## src/rtl/alu_seq_pkg.sv

```systemverilog
`default_nettype none
// ============================================================================
// Module      : alu_seq_pkg
// Description : Shared constants and types for the nibble-serial ALU
//               sequencer: data width, nibble count, NZVC flag indices and
//               FSM state encoding. Width is selected by ALU_SEQ_WIDE_EN.
// Revision    : 1.0 - initial release
// ============================================================================
package alu_seq_pkg;

`ifdef ALU_SEQ_WIDE_EN
    localparam int unsigned c_WIDTH   = 16;
`else
    localparam int unsigned c_WIDTH   = 8;
`endif
    localparam int unsigned c_NIBBLES = c_WIDTH / 4;
    // Nibble index width; never below one bit
    localparam int unsigned c_K_W     = (c_NIBBLES > 1) ? $clog2(c_NIBBLES) : 1;

    // Flag bit positions inside the 4-bit NZVC vector
    localparam int unsigned c_FLAG_N  = 3;
    localparam int unsigned c_FLAG_Z  = 2;
    localparam int unsigned c_FLAG_V  = 1;
    localparam int unsigned c_FLAG_C  = 0;

    typedef enum logic [1:0] {
        S_IDLE = 2'd0,
        S_RUN  = 2'd1,
        S_DONE = 2'd2
    } state_t;

endpackage
`default_nettype wire

```

## src/rtl/alu_nibble_seq_if.sv

```systemverilog
`default_nettype none
// ============================================================================
// Module      : alu_nibble_seq_if
// Description : Bundle of request/response signals and the 4-bit ALU drive
//               and return signals for alu_nibble_seq. The slave modport is
//               the sequencer; the master modport is the requester plus ALU.
// Revision    : 1.0 - initial release
// ============================================================================
interface alu_nibble_seq_if;
    // Request side
    logic                            start;
    logic [2:0]                      op;
    logic                            bank;
    logic                            cin;
    logic [alu_seq_pkg::c_WIDTH-1:0] a;
    logic [alu_seq_pkg::c_WIDTH-1:0] b;
    // Response side
    logic [alu_seq_pkg::c_WIDTH-1:0] result;
    logic                            busy;
    logic                            done;
    logic [3:0]                      flags;
    // 4-bit ALU drive
    logic [3:0]                      alu_a;
    logic [3:0]                      alu_b;
    logic [2:0]                      alu_op;
    logic                            alu_cin;
    logic                            alu_bank;
    logic                            alu_enable;
    // 4-bit ALU return (combinational)
    logic [3:0]                      alu_result;
    logic [3:0]                      alu_flags;

    modport slave (
        input  start, op, bank, cin, a, b, alu_result, alu_flags,
        output result, busy, done, flags,
               alu_a, alu_b, alu_op, alu_cin, alu_bank, alu_enable
    );

    modport master (
        output start, op, bank, cin, a, b, alu_result, alu_flags,
        input  result, busy, done, flags,
               alu_a, alu_b, alu_op, alu_cin, alu_bank, alu_enable
    );
endinterface
`default_nettype wire

```

## src/rtl/alu_nibble_seq.sv

```systemverilog
`default_nettype none
// ============================================================================
// Module      : alu_nibble_seq
// Description : Runs a W-bit operation through an external 4-bit ALU one
//               nibble per cycle, chaining carry between nibbles and
//               assembling the W-bit result and NZVC flags.
//               Macro ALU_SEQ_WIDE_EN selects W=16 (default W=8).
//               DONE_HOLD=0 pulses done for one cycle; 1 holds it until the
//               next accepted start.
// Revision    : 1.0 - initial release
// ============================================================================
module alu_nibble_seq
    import alu_seq_pkg::*;
#(
    parameter bit DONE_HOLD = 1'b0
) (
    input  wire logic       clk,
    input  wire logic       reset_n,
    alu_nibble_seq_if.slave bus
);

    localparam logic [c_K_W-1:0] c_K_LAST = c_K_W'(c_NIBBLES - 1);

    state_t               r_state;
    state_t               w_state_nxt;
    logic [c_K_W-1:0]     r_k;
    logic [c_WIDTH-1:0]   r_a;
    logic [c_WIDTH-1:0]   r_b;
    logic [c_WIDTH-1:0]   r_result;
    logic [2:0]           r_op;
    logic                 r_bank;
    logic                 r_cin;
    logic                 r_carry;
    logic                 r_zacc;
    logic [3:0]           r_flags;

    logic                 w_accept;
    logic                 w_run;
    logic                 w_last;
    logic                 w_z_all;
    logic [c_K_W+1:0]     w_base;

    assign w_run   = (r_state == S_RUN);
    assign w_last  = (r_k == c_K_LAST);
    assign w_base  = {r_k, 2'b00};
    // Zero flag survives only if every nibble so far reported zero
    assign w_z_all = ((r_k == '0) ? 1'b1 : r_zacc) & bus.alu_flags[c_FLAG_Z];

    // State register; reset forces IDLE asynchronously
    always_ff @(posedge clk or negedge reset_n) begin
        if (!reset_n) begin
            r_state <= S_IDLE;
        end else begin
            r_state <= w_state_nxt;
        end
    end

    // Next-state decode and all outputs derived from the current state
    always_comb begin
        w_state_nxt    = r_state;
        w_accept       = 1'b0;
        bus.busy       = w_run;
        bus.done       = (r_state == S_DONE);
        bus.result     = r_result;
        bus.flags      = r_flags;
        bus.alu_enable = 1'b1;
        bus.alu_a      = 4'd0;
        bus.alu_b      = 4'd0;
        bus.alu_op     = 3'd0;
        bus.alu_cin    = 1'b0;
        bus.alu_bank   = 1'b0;

        case (r_state)
            S_IDLE: begin
                if (bus.start) begin
                    w_state_nxt = S_RUN;
                    w_accept    = 1'b1;
                end
            end
            S_RUN: begin
                bus.alu_enable = 1'b0;
                bus.alu_a      = r_a[w_base +: 4];
                bus.alu_b      = r_b[w_base +: 4];
                bus.alu_op     = r_op;
                bus.alu_bank   = r_bank;
                // Nibble 0 takes the caller's carry; later nibbles chain
                bus.alu_cin    = (r_k == '0) ? r_cin : r_carry;
                if (w_last) begin
                    w_state_nxt = S_DONE;
                end
            end
            S_DONE: begin
                if (bus.start) begin
                    w_state_nxt = S_RUN;
                    w_accept    = 1'b1;
                end else if (!DONE_HOLD) begin
                    w_state_nxt = S_IDLE;
                end
            end
            default: begin
                w_state_nxt = S_IDLE;
            end
        endcase
    end

    // Operand latch on accept, then per-nibble capture while running
    always_ff @(posedge clk or negedge reset_n) begin
        if (!reset_n) begin
            r_k      <= '0;
            r_a      <= '0;
            r_b      <= '0;
            r_op     <= 3'd0;
            r_bank   <= 1'b0;
            r_cin    <= 1'b0;
            r_carry  <= 1'b0;
            r_zacc   <= 1'b0;
            r_result <= '0;
            r_flags  <= 4'd0;
        end else if (w_accept) begin
            r_k    <= '0;
            r_a    <= bus.a;
            r_b    <= bus.b;
            r_op   <= bus.op;
            r_bank <= bus.bank;
            r_cin  <= bus.cin;
        end else if (w_run) begin
            r_result[w_base +: 4] <= bus.alu_result;
            r_carry               <= bus.alu_flags[c_FLAG_C];
            r_zacc                <= w_z_all;
            if (w_last) begin
                r_k                <= '0;
                r_flags[c_FLAG_N]  <= bus.alu_flags[c_FLAG_N];
                r_flags[c_FLAG_Z]  <= w_z_all;
                r_flags[c_FLAG_V]  <= bus.alu_flags[c_FLAG_V];
                r_flags[c_FLAG_C]  <= bus.alu_flags[c_FLAG_C];
            end else begin
                r_k <= r_k + 1'b1;
            end
        end
    end

endmodule
`default_nettype wire

```

## src/flat_wrapper.sv

```systemverilog
// flat-port wrapper written by rule: the top's interface ports become plain ports
module alu_nibble_seq_flat import alu_seq_pkg::*;
#(
    parameter bit DONE_HOLD = 1'b0
)
  (clk, reset_n, bus_start, bus_op, bus_bank, bus_cin, bus_a, bus_b, bus_alu_result, bus_alu_flags, bus_result, bus_busy, bus_done, bus_flags, bus_alu_a, bus_alu_b, bus_alu_op, bus_alu_cin, bus_alu_bank, bus_alu_enable);
  alu_nibble_seq_if bus_i ();
  input  wire logic clk;
  input  wire logic reset_n;
  input wire logic [$bits(bus_i.start)-1:0] bus_start;
  input wire logic [$bits(bus_i.op)-1:0] bus_op;
  input wire logic [$bits(bus_i.bank)-1:0] bus_bank;
  input wire logic [$bits(bus_i.cin)-1:0] bus_cin;
  input wire logic [$bits(bus_i.a)-1:0] bus_a;
  input wire logic [$bits(bus_i.b)-1:0] bus_b;
  input wire logic [$bits(bus_i.alu_result)-1:0] bus_alu_result;
  input wire logic [$bits(bus_i.alu_flags)-1:0] bus_alu_flags;
  output wire logic [$bits(bus_i.result)-1:0] bus_result;
  output wire logic [$bits(bus_i.busy)-1:0] bus_busy;
  output wire logic [$bits(bus_i.done)-1:0] bus_done;
  output wire logic [$bits(bus_i.flags)-1:0] bus_flags;
  output wire logic [$bits(bus_i.alu_a)-1:0] bus_alu_a;
  output wire logic [$bits(bus_i.alu_b)-1:0] bus_alu_b;
  output wire logic [$bits(bus_i.alu_op)-1:0] bus_alu_op;
  output wire logic [$bits(bus_i.alu_cin)-1:0] bus_alu_cin;
  output wire logic [$bits(bus_i.alu_bank)-1:0] bus_alu_bank;
  output wire logic [$bits(bus_i.alu_enable)-1:0] bus_alu_enable;
  assign bus_i.start = bus_start;
  assign bus_i.op = bus_op;
  assign bus_i.bank = bus_bank;
  assign bus_i.cin = bus_cin;
  assign bus_i.a = bus_a;
  assign bus_i.b = bus_b;
  assign bus_i.alu_result = bus_alu_result;
  assign bus_i.alu_flags = bus_alu_flags;
  assign bus_result = bus_i.result;
  assign bus_busy = bus_i.busy;
  assign bus_done = bus_i.done;
  assign bus_flags = bus_i.flags;
  assign bus_alu_a = bus_i.alu_a;
  assign bus_alu_b = bus_i.alu_b;
  assign bus_alu_op = bus_i.alu_op;
  assign bus_alu_cin = bus_i.alu_cin;
  assign bus_alu_bank = bus_i.alu_bank;
  assign bus_alu_enable = bus_i.alu_enable;
  alu_nibble_seq #(.DONE_HOLD(DONE_HOLD)) u_core (.clk(clk), .reset_n(reset_n), .bus(bus_i));
endmodule
```

## config.mk

```make
export PLATFORM = sky130hd
export DESIGN_NAME = alu_nibble_seq_flat
export DESIGN_NICKNAME = d
export VERILOG_FILES = /design/src/rtl/alu_seq_pkg.sv /design/src/rtl/alu_nibble_seq_if.sv /design/src/rtl/alu_nibble_seq.sv /design/src/flat_wrapper.sv
export SDC_FILE = /design/constraint.sdc
export NUM_CORES = 1
export LEC_CHECK = 0
export CORE_UTILIZATION = 47
export CTS_CLUSTER_SIZE = 8
export DETAILED_ROUTE_END_ITERATION = 6
export GPL_TIMING_DRIVEN = 0
export PLACE_DENSITY = 0.82
export SYNTH_ARGS = -nofsm -noshare
export SYNTH_HDL_FRONTEND = slang
export SYNTH_SLANG_ARGS = --single-unit
```

## constraint.sdc

```tcl
create_clock -name clk -period 2.3 [get_ports clk]
set_input_delay 0.46 -clock clk [delete_from_list [all_inputs] [get_ports clk]]
set_output_delay 0.46 -clock clk [all_outputs]
set_load 0.03 [all_outputs]
```

=== Yosys cells after proc, flatten, opt, wreduce, memory -nomap -nowiden ===
Cells that the tools add are included.

* Eq/ne operators: 4
* $add $sub $neg: 2
* Mux-type cells: 18
* Magnitude comparators: 0
* Multiply operators: 0
* Bitwise logic cells: 2
* Shift operators: 4
* Divide/modulo/power cells: 0
* Reduce and logical (&&, ||, !) cells: 6

{| class="wikitable"
|+ Operators with widths
! cell !! count
|-
| $shiftx A8 B4 Y4 || 2
|-
| $mux W1 || 11
|-
| $bwmux W8 || 1
|-
| $mux W4 || 2
|-
| $shift A4 B5 Y8 const A || 1
|-
| $shiftx A4 B5 Y8 || 1
|-
| $pmux W2 S3 || 1
|-
| $neg A3 Y5 || 1
|-
| $mux W2 || 2
|-
| $reduce_and A2 Y1 || 2
|-
| $mux W3 || 1
|-
| $reduce_and A3 Y1 || 1
|-
| $eq A2 B1 Y1 const B || 1
|-
| $eq A2 B2 Y1 const B || 1
|-
| $logic_not A2 Y1 || 1
|-
| $ne A2 B1 Y1 const B || 1
|-
| $ne A2 B2 Y1 const B || 1
|-
| $reduce_bool A2 Y1 || 1
|-
| $reduce_or A2 Y1 || 1
|-
| $add A1 B1 Y1 const B || 1
|-
| $and A1 B1 Y1 || 1
|-
| $not A1 Y1 || 1
|}

* Memory bits (read-only): 0
* RAM bits: 0
* Input bits: 32
* Logic and storage cells: 47
* Memories kept: 0
* Flip-flop bits (word level): 38
* Bits in latches: 0

=== Logic depth before layout (Yosys ltp) ===
Gate-level depths: netlist of the first run.

* Depth in word-level cells: 5
* Mapped depth: 4
* Depth with buffers taken out: 3

=== Worst setup path before layout of the first run ===
No wires, ideal clock.

* Kind: register to output
* Start: register u_core.r_state[1]
* End: output bus_alu_a[0]
* Setup slack: 434 ps
* Cell stages (with the launch flop): 4
* Arrival time: 1406 ps
* Path through: dfrtp_1 nand2b_1 clkbuf_1 nor2_1

* Cells in the longest elaborated chain, start to end: 2

{| class="wikitable"
|+ RTL lines
! item !! line !! text
|-
| start, declared || alu_nibble_seq.sv:24 || <nowiki>state_t r_state;</nowiki>
|-
| start signal, assigned || alu_nibble_seq.sv:54 || <nowiki>r_state <= w_state_nxt;</nowiki>
|-
| $eq A2 B1 Y1 || alu_nibble_seq.sv:73 || <nowiki>case (r_state)</nowiki>
|-
| $mux W4 || alu_nibble_seq.sv:73 ||
|-
| end, declared || flat_wrapper.sv:22 || <nowiki>output wire logic [$bits(bus_i.alu_a)-1:0] bus_alu_a;</nowiki>
|}

Every way passes these cells.

=== Final worst setup path of the first run ===
* Start: register u_core.r_state[1]
* End: output bus_alu_a[1]

Same word-level chain as after synthesis.

==> results of run 1 <==
-- sequential cells by signal, indices dropped and copies added, names as in the netlist --
register           flops
u_core.bus.result      8
u_core.r_op            3
u_core.r_zacc          1
u_core.bus.flags       4
u_core.r_bank          1
u_core.r_cin           1
u_core.r_a             8
u_core.r_b             8
u_core.r_state         2
u_core.r_k             1
u_core.r_carry         1
-- layout make-up --
class | instances | area (µm²) | area share [%]
Multi-Input combinational cell | 67 | 619 | 27.2
Clock buffer | 6 | 51.3 | 2.25
Tap cell | 44 | 55.1 | 2.42
Buffer | 5 | 32.5 | 1.43
Sequential cell | 38 | 951 | 41.7
Timing Repair Buffer | 59 | 558 | 24.5
Inverter | 3 | 11.3 | 0.494
-- cells by family (layout without fill, tap and decap cells) --
logic type / after synthesis / after routing / synth area share [%]
AO/OA/AOI/OAI: 2 / 2 / 1.09
AND/OR/NAND/NOR: 21 / 21 / 7.54
flip-flops: 38 / 38 / 59.1
XOR/XNOR: 1 / 1 / 0.544
buffers and inverters: 8 / 73 / 2.49
multiplexers: 43 / 43 / 29.3
-- stage by stage --
stage | util, % | setup slack [ns] | hold WS (ns) | cells
2_1_floorplan | - | 0.434 | 0.164 | 113
3_3_place_gp | 71.5 | -0.0265 | 0.473 | 216
3_5_place_dp | 71.4 | 0.0541 | 0.489 | 216
4_1_cts | 72.5 | 0.0443 | 0.223 | 222
5_1_grt | 72.3 | 0.00165 | 0.256 | 222
6_report | 72.3 | 0.0951 | 0.198 | 222
-- critical path: stages, from the launching register on --
cell and delay [ns]:
sky130_fd_sc_hd__dfrtp_1 0.46, sky130_fd_sc_hd__nand2b_1 0.20, sky130_fd_sc_hd__clkbuf_2 0.22, sky130_fd_sc_hd__nor2_1 0.16, sky130_fd_sc_hd__clkdlybuf4s15_1 0.38
-- layout by cell type, fill, tap and decap left out, types with 2 or more instances in the layout --
master / netlist / final
sky130_fd_sc_hd__inv_1: 3 / 3
sky130_fd_sc_hd__clkbuf_2: 1 / 6
sky130_fd_sc_hd__dfrtp_1: 38 / 38
sky130_fd_sc_hd__mux2_2: 33 / 33
sky130_fd_sc_hd__and2_1: 4 / 4
sky130_fd_sc_hd__clkbuf_4: 0 / 5
sky130_fd_sc_hd__buf_4: 2 / 3
sky130_fd_sc_hd__mux2i_1: 10 / 10
sky130_fd_sc_hd__clkdlybuf4s50_1: 0 / 43
sky130_fd_sc_hd__dlygate4sd2_1: 0 / 6
sky130_fd_sc_hd__clkdlybuf4s15_1: 0 / 5
sky130_fd_sc_hd__nor2b_1: 2 / 2
sky130_fd_sc_hd__nor2_1: 10 / 10
-- report_power, final --
group          total, W  internal [W]  leakage (nW)  switching, W
Clock          0.000335      0.000138        0.0302      0.000197
Sequential      0.00119       0.00101         0.447      0.000187
Combinational   0.00193      0.000884         0.531       0.00104
Total           0.00346       0.00203          1.01       0.00143
-- final timing paths --
check	endpoint	cells after the start	start
worst max-delay path	bus_alu_a[1]	4	u_core.r_state[1]
worst min-delay path	u_core.bus.result[3]	1	reset_n
worst max register to register	u_core.r_a[6]	3	u_core.r_state[0]
worst min register to register	u_core.r_op[0]	1	u_core.r_op[0]
max in group asynchronous	u_core.bus.result[0]	1	reset_n
min in group clk	u_core.r_op[0]	1	u_core.r_op[0]
-- per-layer routing --
layer / vias to the layer above / GRT usage (%)
li1: 518 / -
met5: - / 0
met4: 0 / 12.7
met3: 8 / 4.05
met1: 559 / 23.4
met2: 34 / 36.4
==> impl_metrics.xml, run 1 <==
<?xml version="1.0" encoding="UTF-8"?>
<metrics>
  <group name="run_status">
    <metric name="status" unit="">finished clean</metric>
  </group>
  <group name="clock_network">
    <metric name="cts.reportedPaths.clkPinSlew" unit="ns">0.11</metric>
    <metric name="clock_insertion_delay_worst_skew" unit="ns">0.34</metric>
    <metric name="total_setup_buffers_inserted_after_cts" unit="">0</metric>
    <metric name="clock_sinks" unit="">38</metric>
    <metric name="cts_hold_buf" unit="">0</metric>
    <metric name="ctsResizeCount" unit="">17</metric>
    <metric name="cts_inserted_buffers" unit="">5</metric>
    <metric name="cts_tree" unit="">done</metric>
    <metric name="cts-root-to-sink-buffers" unit="">2</metric>
    <metric name="ctsRootBufferMaster" unit="">sky130_fd_sc_hd__clkbuf_4</metric>
    <metric name="htreeDepth" unit="">2</metric>
  </group>
  <group name="yosys">
    <metric name="synth_top_cells_by_count" unit="">sky130_fd_sc_hd__dfrtp_1, sky130_fd_sc_hd__mux2_2, sky130_fd_sc_hd__mux2i_1, sky130_fd_sc_hd__nor2_1, sky130_fd_sc_hd__and2_1</metric>
    <metric name="synth.yosys.seq_area_share" unit="%">59.1</metric>
    <metric name="synth_area_per_cell" unit="µm²">14.3</metric>
    <metric name="yosys.area.top_type" unit="">sky130_fd_sc_hd__dfrtp_1</metric>
    <metric name="netlist_instances" unit="">113</metric>
    <metric name="synth-seq-cells" unit="">38</metric>
    <metric name="synthDistinctLibCells" unit="">19</metric>
    <metric name="netlist.area_leader.share" unit="%">59.1</metric>
    <metric name="yosys_warnings" unit="">0</metric>
    <metric name="total_standard_cell_area_after_synthesis" unit="µm²">1610</metric>
    <metric name="asr_flop_ratio_synth" unit="%">100</metric>
    <metric name="synth_ff_type" unit="">sky130_fd_sc_hd__dfrtp_1</metric>
    <metric name="synthesis.nets" unit="">145</metric>
    <metric name="ys_top_cells_by_area" unit="">sky130_fd_sc_hd__dfrtp_1, sky130_fd_sc_hd__mux2_2, sky130_fd_sc_hd__mux2i_1</metric>
    <metric name="number_of_enable_flip_flop_cells_after_synthesis" unit="">0</metric>
    <metric name="yosysMostFrequentCell" unit="">sky130_fd_sc_hd__dfrtp_1</metric>
  </group>
  <group name="floorplanning">
    <metric name="initial_core_util" unit="%">51.1</metric>
    <metric name="die_h" unit="µm">60.5</metric>
    <metric name="io_pins" unit="">60</metric>
    <metric name="dieArea" unit="µm²">3660</metric>
    <metric name="floorplan.die.width" unit="µm">60.5</metric>
    <metric name="rows" unit="">20</metric>
    <metric name="core" unit="µm²">3150</metric>
  </group>
  <group name="detailed_routing">
    <metric name="met2RoutedLength" unit="µm">1820</metric>
    <metric name="dr.pass1.iters" unit="">6</metric>
    <metric name="antenna_violating_nets_post_route" unit="">0</metric>
    <metric name="routed_wire_length_per_instance" unit="µm">15.1</metric>
    <metric name="avgViaCountPerCell" unit="">5.04</metric>
    <metric name="met1_wire_length" unit="µm">1310</metric>
    <metric name="routed.top_layer" unit="">met4</metric>
    <metric name="detailroute.wirelength.met3" unit="µm">147</metric>
    <metric name="num_vias" unit="">1119</metric>
    <metric name="route.detailed.drc" unit="">0</metric>
    <metric name="routed_wirelength" unit="µm">3350</metric>
    <metric name="detail_route.iter0.violations" unit="">26</metric>
  </group>
  <group name="power">
    <metric name="irDropWorstVdd" unit="µV">726</metric>
    <metric name="total_power" unit="W">0.00346</metric>
    <metric name="p_per_area" unit="nW/µm²">1520</metric>
    <metric name="total_leakage_power" unit="nW">1.01</metric>
  </group>
  <group name="cells_and_area">
    <metric name="area_delta_synth_final" unit="%">41.5</metric>
    <metric name="design_area" unit="µm²">2280</metric>
    <metric name="fillerInstances" unit="">241</metric>
    <metric name="antenna-diode-count" unit="">0</metric>
    <metric name="drive_above_1_share" unit="%">29.2</metric>
    <metric name="nNetsFinal" unit="">211</metric>
  </group>
  <group name="sta">
    <metric name="max-slew-margin-rel" unit="%">46.3</metric>
    <metric name="timing.final.crit_share" unit="%">95.9</metric>
    <metric name="finalSetupViolCount" unit="">0</metric>
    <metric name="fin_skew" unit="ns">0.00896</metric>
    <metric name="tightestPinTransition" unit="ns">0.806</metric>
    <metric name="rsz_0062_raised_after_global_routing" unit="">no</metric>
    <metric name="totalNegativeSetupSlack" unit="ns">0</metric>
    <metric name="final_worst_path_period_need" unit="ns">2.20</metric>
    <metric name="hold_violations" unit="">0</metric>
    <metric name="timing.final.max_slew_violations" unit="">0</metric>
    <metric name="max_freq" unit="MHz">454</metric>
  </group>
  <group name="critical_path">
    <metric name="worst_setup_path_start_kind" unit="">flop</metric>
    <metric name="worstPathArrival" unit="ns">1.74</metric>
    <metric name="worst_path_class_setup" unit="">reg -&gt; out</metric>
    <metric name="worst-r2r-setup-slack" unit="ns">0.80</metric>
    <metric name="endpoint_kind" unit="">output pin</metric>
    <metric name="crit_required" unit="ns">1.84</metric>
    <metric name="critPathMaxFanout" unit="">10</metric>
  </group>
  <group name="placed_design">
    <metric name="port_bufs" unit="">59</metric>
    <metric name="placed_cell_area" unit="µm²">2250</metric>
    <metric name="globalplace.congestion" unit="">0.704</metric>
    <metric name="dpl.hpwl" unit="µm">2480</metric>
  </group>
  <group name="run">
    <metric name="drv.max_cap_violation_count" unit="">0</metric>
  </group>
  <group name="grt">
    <metric name="first_global_vias" unit="">1206</metric>
    <metric name="number_of_antenna_violations_at_the_first_check_in_global_routing" unit="">0</metric>
    <metric name="grt_util_all_layers" unit="%">20.8</metric>
    <metric name="maximum_number_of_pins_on_one_net_before_global_route_repair" unit="">39</metric>
    <metric name="residual_overflow_from_global_routing" unit="">0</metric>
    <metric name="grt_pass1_wl" unit="µm">5350</metric>
  </group>
  <group name="worst_hold_path">
    <metric name="min_path_type" unit="">in -&gt; async</metric>
  </group>
</metrics>
Note: power is estimated with default switching activity, not from simulation.
==> inputs of run 2 (changes only) <==
Settings changed: CORE_MARGIN from default to 2, GPL_TIMING_DRIVEN 0 to 1.
==> run 2 against run 1 <==
  * Clock power shrank 9.0%
  * Setup slack gained 0.065 ns
  * Non-clock buffer count unchanged
  * Final area increased by 1.8%
  * Power rose by 1.1%
  * Critical path depth shrank 2
==> impl_metrics.xml, run 2 (same netlist as run 1, synthesis figures left out) <==
<?xml version="1.0" encoding="UTF-8"?>
<metrics>
  <group name="critical_path">
    <metric name="critPathLaunch" unit="">u_core.r_state[0]</metric>
    <metric name="critPathMaxStageDelay" unit="ns">0.73</metric>
    <metric name="worst_path_class_setup" unit="">reg -&gt; out</metric>
    <metric name="worstPathArrival" unit="ns">1.68</metric>
    <metric name="largest_delay_share_family_worst_path" unit="">buffers and inverters</metric>
    <metric name="critical-path-slowest-cell" unit="">sky130_fd_sc_hd__clkdlybuf4s50_1</metric>
    <metric name="crit-reg2reg-capture" unit="">u_core.bus.result[2]</metric>
    <metric name="worst-r2r-setup-slack" unit="ns">0.73</metric>
    <metric name="r2r_start" unit="">u_core.r_k</metric>
    <metric name="worst-path-stages" unit="">2</metric>
    <metric name="endpoint_kind" unit="">output pin</metric>
    <metric name="timing.critical_path.cells" unit="">nand2b_2 &gt; clkdlybuf4s50_1</metric>
    <metric name="worst_setup_path_start_kind" unit="">flop</metric>
    <metric name="worst-path-buf-inv" unit="">1</metric>
    <metric name="critPathMaxFanout" unit="">12</metric>
    <metric name="worst_r2r_path_depth" unit="">3</metric>
    <metric name="crit_required" unit="ns">1.84</metric>
    <metric name="timing.critical_path.to" unit="">bus_alu_enable</metric>
  </group>
  <group name="floorplanning">
    <metric name="dieArea" unit="µm²">3910</metric>
    <metric name="initial_core_util" unit="%">48.6</metric>
    <metric name="io_pins" unit="">60</metric>
    <metric name="die_h" unit="µm">62.5</metric>
    <metric name="rows" unit="">21</metric>
    <metric name="floorplan.die.width" unit="µm">62.5</metric>
    <metric name="core" unit="µm²">3310</metric>
  </group>
  <group name="grt">
    <metric name="grt_pass1_wl" unit="µm">5480</metric>
    <metric name="maximum_number_of_pins_on_one_net_before_global_route_repair" unit="">39</metric>
    <metric name="number_of_antenna_violations_at_the_first_check_in_global_routing" unit="">0</metric>
    <metric name="residual_overflow_from_global_routing" unit="">0</metric>
    <metric name="grt_util_all_layers" unit="%">18.3</metric>
    <metric name="first_global_vias" unit="">1160</metric>
  </group>
  <group name="placed_design">
    <metric name="globalplace.congestion" unit="">0.680</metric>
    <metric name="port_bufs" unit="">59</metric>
    <metric name="dpl.hpwl" unit="µm">2510</metric>
  </group>
  <group name="clock_network">
    <metric name="cts_tree" unit="">done</metric>
    <metric name="total_setup_buffers_inserted_after_cts" unit="">0</metric>
    <metric name="clock_sinks" unit="">38</metric>
    <metric name="clock_insertion_delay_worst_skew" unit="ns">0.32</metric>
    <metric name="cts.reportedPaths.clkPinSlew" unit="ns">0.11</metric>
    <metric name="ctsRootBufferMaster" unit="">sky130_fd_sc_hd__clkbuf_4</metric>
    <metric name="cts_inserted_buffers" unit="">5</metric>
    <metric name="cts-root-to-sink-buffers" unit="">2</metric>
    <metric name="htreeDepth" unit="">2</metric>
  </group>
  <group name="detailed_routing">
    <metric name="antenna_violating_nets_post_route" unit="">0</metric>
    <metric name="routed_wirelength" unit="µm">3230</metric>
    <metric name="dr.pass1.iters" unit="">4</metric>
    <metric name="route.detailed.drc" unit="">0</metric>
    <metric name="routed_wire_length_per_instance" unit="µm">14.4</metric>
    <metric name="detail_route.iter0.violations" unit="">26</metric>
    <metric name="num_vias" unit="">1092</metric>
    <metric name="avgViaCountPerCell" unit="">4.85</metric>
  </group>
  <group name="cells_and_area">
    <metric name="drive_above_1_share" unit="%">30.2</metric>
    <metric name="fin_util" unit="%">70.0</metric>
    <metric name="area_delta_synth_final" unit="%">44.0</metric>
    <metric name="nNetsFinal" unit="">211</metric>
    <metric name="layout.cells.most_common" unit="">sky130_fd_sc_hd__clkdlybuf4s50_1</metric>
    <metric name="layout_common_cells" unit="">sky130_fd_sc_hd__clkdlybuf4s50_1, sky130_fd_sc_hd__dfrtp_1, sky130_fd_sc_hd__mux2_2</metric>
    <metric name="fillerInstances" unit="">265</metric>
    <metric name="antenna-diode-count" unit="">0</metric>
  </group>
  <group name="run">
    <metric name="drv.max_cap_violation_count" unit="">0</metric>
  </group>
  <group name="power">
    <metric name="p_per_area" unit="nW/µm²">1510</metric>
    <metric name="total_leakage_power" unit="nW">1.07</metric>
    <metric name="irDropWorstVdd" unit="µV">909</metric>
  </group>
  <group name="sta">
    <metric name="timing.final.max_slew_violations" unit="">0</metric>
    <metric name="tightestPinTransition" unit="ns">0.821</metric>
    <metric name="fin_skew" unit="ns">0.0132</metric>
    <metric name="rsz_0062_raised_after_global_routing" unit="">no</metric>
    <metric name="max_freq" unit="MHz">467</metric>
    <metric name="timing.final.crit_share" unit="%">93.0</metric>
    <metric name="totalNegativeSetupSlack" unit="ns">0</metric>
    <metric name="finalSetupViolCount" unit="">0</metric>
    <metric name="hold_violations" unit="">0</metric>
    <metric name="max-slew-margin-rel" unit="%">45.3</metric>
    <metric name="final_worst_path_period_need" unit="ns">2.14</metric>
  </group>
  <group name="run_status">
    <metric name="status" unit="">finished clean</metric>
  </group>
  <group name="worst_hold_path">
    <metric name="min_path_type" unit="">in -&gt; async</metric>
  </group>
</metrics>
==> run 2: cell types whose count changed in the layout (fill, tap and decap cells not counted), sizes merged <==
cell           before  now
clkbuf             12    7
clkdlybuf4s15       5    0
buf                 4   10
dlymetal6s2s        0    4
clkdlybuf4s50      43   44
==> run 2: worst register-to-register path: cells and delay by family (launching register included) <==
| kind | cells | cell delay, ns |
|---|---|---|
| flip-flops | 1 | 0.54 |
| multiplexers | 1 | 0.38 |
| buffers and inverters | 1 | 0.21 |
| AND/OR/NAND/NOR | 1 | 0.32 |
==> run 2: worst min-delay path by stage <==
stage / startpoint / end / slack (ns) / cells past startpoint
after global routing: reset_n / u_core.bus.result[6] / 0.27 / 1
final: reset_n / u_core.r_cin / 0.23 / 1
after global placement: u_core.r_zacc / u_core.r_zacc / 0.48 / 1
after floorplan: reset_n / u_core.bus.flags[0] / 0.16 / 0
after detailed placement: u_core.r_zacc / u_core.r_zacc / 0.48 / 1
after CTS: reset_n / u_core.r_b[1] / 0.24 / 1
==> run 2: repair_timing <==
action / CTS / global route
cloned: 0 / 0
hold buffers: 0 / 0
gates resized for setup: 8 / 4
endpoints found under the setup margin: 11 / 4
pin swaps: 0 / 0
==> run 2: per-stage QoR <==
step / hold WS [ns] / std cells / area [µm²] / setup WS [ns] / total power, W
final: 0.232 / 225 / 2320 / 0.160 / 0.00349
after global routing: 0.269 / 225 / 2320 / 0.0820 / 0.00371
after CTS: 0.239 / 225 / 2310 / 0.00156 / 0.00355
after detailed placement: 0.479 / 218 / 2270 / 0.209 / 0.00328
after global placement: 0.478 / 218 / 2270 / 0.230 / 0.00321
after floorplan: 0.164 / 113 / 1610 / 0.434 / 0.00248
==> run 2: cell type report <==
type                            instances  area, µm²  share of cell area (%)
Clock buffer                            7       45.0                    1.94
Tap cell                               46       57.6                    2.48
Sequential cell                        38        952                    41.1
Inverter                                3       11.3                   0.486
Timing Repair Buffer                   64        628                    27.1
Multi-Input combinational cell         67        624                    26.9
==> run 2: power breakdown <==
part | switching, W | internal [W]
Sequential | 0.000207 | 0.00101
Combinational | 0.00101 | 0.000959
Clock | 0.000190 | 0.000115
==> run 2: metal layers <==
| layer | up-vias | GRT usage, % | share of wire (%) |
|---|---|---|---|
| li1 | 516 | - | - |
| met1 | 535 | 21.5 | 38 |
| met2 | 33 | 31.7 | 55 |
| met5 | - | 0 | 0 |
| met4 | 0 | 8.33 | 2.3 |
| met3 | 8 | 4.32 | 4.4 |
==> inputs of run 3 (changes only) <==
Settings changed: SLEW_MARGIN from default to 0.
==> results of run 3 <==
Final layout, timing and power as in run 2 (identical DEF).
==> variant 1: new RTL, flow settings as in run 3 <==
Re-encode `state_t` (3 states) as one-hot, 3 bits wide.
--- a/src/rtl/alu_seq_pkg.sv
+++ b/src/rtl/alu_seq_pkg.sv
@@ -23,10 +23,10 @@
     localparam int unsigned c_FLAG_V  = 1;
     localparam int unsigned c_FLAG_C  = 0;
 
-    typedef enum logic [1:0] {
-        S_IDLE = 2'd0,
-        S_RUN  = 2'd1,
-        S_DONE = 2'd2
+    typedef enum logic [2:0] {
+        S_IDLE = 3'b001,
+        S_RUN  = 3'b010,
+        S_DONE = 3'b100
     } state_t;
 
 endpackage
Formal check against the unedited RTL: no difference found for any inputs over 10 cycles, from zero or initial values and one cycle with reset_n low; not proved beyond that.
==> variant 1 against run 3 <==
  * Sequential cell count up 1
  * Worst setup slack worse by 0.039 ns
  * Total power down 11%
  * Synthesized area up 5.1%
  * Critical endpoint is now bus_alu_b[1]
  * Core utilization down 0.52 points
  * Wire length down 2.3%
  * Final cell count up 1.3%
  * Count of clock-buffer cells in the layout down 2
  * Design area up 1.6%
  * Critical path type unchanged
  * Largest power group unchanged
  * Non-clock buffer count down 1
==> variant 1: results (changes against run 3) <==
| Stage | Item | Reported | vs run 3 |
|:---|:---|:---|:---|
| route | Number of DRC markers in iteration 0 | 15 | -42% |
| setup path | Internal reg-to-reg setup slack | 0.61 ns | -0.12 ns |
| final layout | Proportion of layout cells with a drive suffix above 1 | 0.363 | +0.0610 |
| placed design | RePlAce Congestion | 0.700 | +2.9% |
| synthesis | Main area contributors after synthesis | sky130_fd_sc_hd__dfrtp_1 (56%), sky130_fd_sc_hd__mux2_2 (17%), sky130_fd_sc_hd__mux2_4 (6.2%) |  |
| power | Static leakage power | 1.05 nW | -2.0% |
| setup path | Crit path DAT | 1.72 ns | +0.04 ns |
| global routing | Number of global-route vias before repair | 1,181 | +1.8% |
| status | Status | finished, final reports clean |  |
| synthesis | Leading post-synthesis cells by instance count | sky130_fd_sc_hd__dfrtp_1 (38), sky130_fd_sc_hd__mux2_2 (25), sky130_fd_sc_hd__nor2_1 (11) |  |
| placed design | Half-perimeter wire length after placement | 2.28 mm | -9.3% |
| final layout | Final nets | 213 | +0.95% |
| synthesis | Nets in the synthesized netlist | 149 | +2.8% |
| power | Worst VDD drop | 0.626 mV | -31% |
| route | Total via count in the routed design | 1,126 | +3.1% |
| setup path | Biggest fanout along the worst timing path | 13 | +1 |
| setup path | Category of cells accounting for the largest share of critical-path delay | simple AND/OR/NAND/NOR gates |  |
| synthesis | Count of distinct cell types in the synthesized netlist | 25 | +6 |
| route | Via density per instance | 4.94 | +1.8% |
| global routing | Maximum number of pins on one net before global-route repair | 40 | +2.6% |
| route | Routed WL | 3.16 mm | -2.3% |
| global routing | Total global-route track usage | 0.176 | -0.00659 |
| clock tree | Register clock-pin slew on the reported worst setup and hold paths | 0.13 ns | +0.02 ns |
| setup path | Crit path largest cell delay | 0.43 ns | -0.30 ns |
| setup path | Slowest cell on the critical path | sky130_fd_sc_hd__or3b_1 |  |
| sta | Measured slew at the worst slew-check pin | 0.820 ns | -0.000981 ns |
| synthesis | Seq/Total Area, Yosys | 0.578 | -0.0129 |
| clock tree | Clock latency reported for the late side of the worst-skew pair | 0.36 ns | +0.04 ns |
==> variant 1: cell types whose count changed in the layout (fill, tap and decap cells not counted), sizes merged, moves of 3 or more <==
cell | before | now
buf | 10 | 16
dlymetal6s2s | 4 | 1
dlygate4sd2 | 6 | 0
clkinv | 0 | 3
==> variant 1: layout make-up <==
type | instances | area [um2]
Multi-Input combinational cell | 70 | 653
Tap cell | 46 | 57.6
Timing Repair Buffer | 63 | 574
Clock buffer | 5 | 37.5
Sequential cell | 39 | 977
Clock inverter | 3 | 43.8
Fill cell | 239 | 1030
Inverter | 2 | 12.5
==> variant 1: layer usage <==
layer	GRT usage	share of wire	up-vias
li1	-	-	527
met1	0.228	0.44	544
met2	0.271	0.47	47
met3	0.0493	0.076	8
met4	0.0897	0.013	0
met5	0	0	-
==> variant 1: where the power goes <==
part / switching, mW / internal [mW]
Sequential: 0.200 / 1.02
Clock: 0.231 / 0.229
Combinational: 0.674 / 0.742
==> variant 1: kinds of logic (layout without fill, tap and decap cells) <==
kind of cell	after synthesis	after routing	synth area share
buffers and inverters	8	73	0.0399
flip-flops	39	39	0.578
AND/OR/NAND/NOR	25	25	0.0821
XOR/XNOR	2	2	0.0104
AO/OA/AOI/OAI	2	2	0.00813
multiplexers	41	41	0.282
==> variant 1: metrics by stage <==
step / total power, mW / hold WS, ns / cell area, um2 / setup WS [ns]
global route: 3.29 / 0.243 / 2360 / 0.000639
floorplan: 2.16 / 0.164 / 1690 / 0.165
CTS: 3.12 / 0.209 / 2360 / 0.00117
detailed placement: 2.68 / 0.481 / 2290 / 0.136
finish: 3.10 / 0.194 / 2360 / 0.121
global placement: 2.62 / 0.469 / 2290 / 0.145
==> variant 1: worst max path at each step <==
stage	cells past startpoint	end
after floorplan	4	bus_alu_a[0]
after global placement	4	bus_alu_op[0]
after detailed placement	4	bus_alu_op[0]
after CTS	4	bus_alu_op[0]
after global routing	4	bus_alu_a[1]
final	4	bus_alu_b[1]
==> variant 1: worst register-to-register path, delay by kind of cell (launching register included) <==
family / cells / cell delay, ns
AND/OR/NAND/NOR: 2 / 0.60
flip-flops: 1 / 0.42
multiplexers: 1 / 0.36
buffers and inverters: 1 / 0.19
==> variant 1: timing repair <==
| action | 4_1_cts | 5_1_grt |
|---|---|---|
| gates resized for setup | 4 | 10 |
| hold endpoints to repair | 0 | 0 |
| setup endpoints to repair | 4 | 6 |
==> variant 2: new RTL, settings of run 3 <==
Made on the original files. `DONE_HOLD` is set to 1'b0 in 2 places; all go to 1'b1.
--- a/src/rtl/alu_nibble_seq.sv
+++ b/src/rtl/alu_nibble_seq.sv
@@ -12,7 +12,7 @@
 module alu_nibble_seq
     import alu_seq_pkg::*;
 #(
-    parameter bit DONE_HOLD = 1'b0
+    parameter bit DONE_HOLD = 1'b1
 ) (
     input  wire logic       clk,
     input  wire logic       reset_n,
--- a/src/flat_wrapper.sv
+++ b/src/flat_wrapper.sv
@@ -1,7 +1,7 @@
 // flat-port wrapper written by rule: the top's interface ports become plain ports
 module alu_nibble_seq_flat import alu_seq_pkg::*;
 #(
-    parameter bit DONE_HOLD = 1'b0
+    parameter bit DONE_HOLD = 1'b1
 )
   (clk, reset_n, bus_start, bus_op, bus_bank, bus_cin, bus_a, bus_b, bus_alu_result, bus_alu_flags, bus_result, bus_busy, bus_done, bus_flags, bus_alu_a, bus_alu_b, bus_alu_op, bus_alu_cin, bus_alu_bank, bus_alu_enable);
   alu_nibble_seq_if bus_i ();
Function: changed (Yosys sat finds a counterexample within 10 cycles, from zero or initial values and one cycle with reset_n low).
==> variant 2 against run 3 <==
  * Sequential share of layout area fell by 0.054 points
  * Clock power rose by 52%
  * Total power rose by 0.57%
  * Critical path type unchanged
  * Combinational power fell by 6%
  * Synthesized area rose by 1.4%
  * Design area did not move
  * Sequential cell count did not move
  * Highest routed layer unchanged
  * Final cell count rose by 0.44%
  * Worst setup slack got worse by 0.029 ns
  * Worst hold slack got worse by 0.036 ns
  * Wire length rose by 3.9%
==> variant 2: results (changes against run 3) <==
| Stage | Item | Reported | vs run 3 |
|:---|:---|:---|:---|
| status | Status | finished, final reports clean |  |
| power | Static leakage power | 1.04 nW | -2.9% |
| final layout | Share of the final layout cell area in multi-input gates | 0.270 | +0.00108 |
| sta | Post-route minimum period | 2.17 ns | +0.0286 ns |
| placed design | Half-perimeter wire length after placement | 2.46 mm | -1.8% |
| route | Met3 routed wirelength | 269 um | +89% |
| synthesis | Number of instances in the synthesized netlist | 115 | +1.8% |
| synthesis | Leading post-synthesis cells by instance count | sky130_fd_sc_hd__dfrtp_1 (38), sky130_fd_sc_hd__mux2_2 (27), sky130_fd_sc_hd__nor2_1 (10) |  |
| final layout | Multi-input comb cells | 70 | +4.5% |
| sta | Measured slew at the worst slew-check pin | 0.818 ns | -0.00358 ns |
| setup path | Reg2reg end | u_core.bus.result[0]$_DFFE_PN0P_ |  |
| final layout | Final nets | 212 | +0.47% |
| global routing | Number of global-route vias before repair | 1,207 | +4.1% |
| sta | Worst clock skew | 0.00970 ns | -0.00354 ns |
| route | Amount of wire on met2 after detailed routing | 1.60 mm | -10% |
| placed design | Worst slack at placement | 0.204 ns | -0.00441 ns |
| route | Routed WL | 3.36 mm | +3.9% |
| synthesis | Compound-Gate Fraction of Synth Area | 0.0161 | +0.00521 |
| synthesis | Seq/Total Area, Yosys | 0.582 | -0.00815 |
| power | Power share of the clock group | 0.132 | +0.045 |
| setup path | Biggest fanout along the worst timing path | 9 | -3 |
| setup path | Critical Path Start | u_core.r_state[1]$_DFFE_PN0P_ |  |
| route | Number of DRC markers in iteration 0 | 53 | +100% |
| synthesis | Nets in the synthesized netlist | 147 | +1.4% |
| sta | Worst Hold Margin | 0.196 ns | -0.0358 ns |
| route | Total via count in the routed design | 1,114 | +2.0% |
| clock tree | CTS-repair resized insts | 15 | +7 |
| setup path | Crit path DAT | 1.71 ns | +0.03 ns |
| placed design | RePlAce Congestion | 0.720 | +5.9% |
| global routing | First-pass GRT wire length | 5.82 mm | +6.2% |
| power | Share of power burned in registers | 0.340 | -0.008 |
| final layout | Proportion of layout cells with a drive suffix above 1 | 0.283 | -0.0183 |
| setup path | Internal reg-to-reg setup slack | 0.92 ns | +0.19 ns |
==> variant 2: cell count changes after synthesis, moves of 2 or more <==
| cell | change |
|---|---|
| sky130_fd_sc_hd__mux2_2 | -6 |
| sky130_fd_sc_hd__mux2_4 | +5 |
| sky130_fd_sc_hd__o21ai_0 | +2 |
| sky130_fd_sc_hd__buf_6 | +2 |
| sky130_fd_sc_hd__nand2_1 | +4 |
==> variant 2: worst max-delay path, stage by stage, from the launching register on <==
cell	delay [ns]
sky130_fd_sc_hd__dfrtp_1	0.40
sky130_fd_sc_hd__nand2b_1	0.26
sky130_fd_sc_hd__buf_4	0.23
sky130_fd_sc_hd__nor2_1	0.09
sky130_fd_sc_hd__dlygate4sd2_1	0.40
==> variant 2: kinds of logic (layout without fill, tap and decap cells) <==
kind of cell           count (synthesis)  after routing
AND/OR/NAND/NOR                       25             25
buffers and inverters                  7             72
AO/OA/AOI/OAI                          4              4
flip-flops                            38             38
multiplexers                          41             41
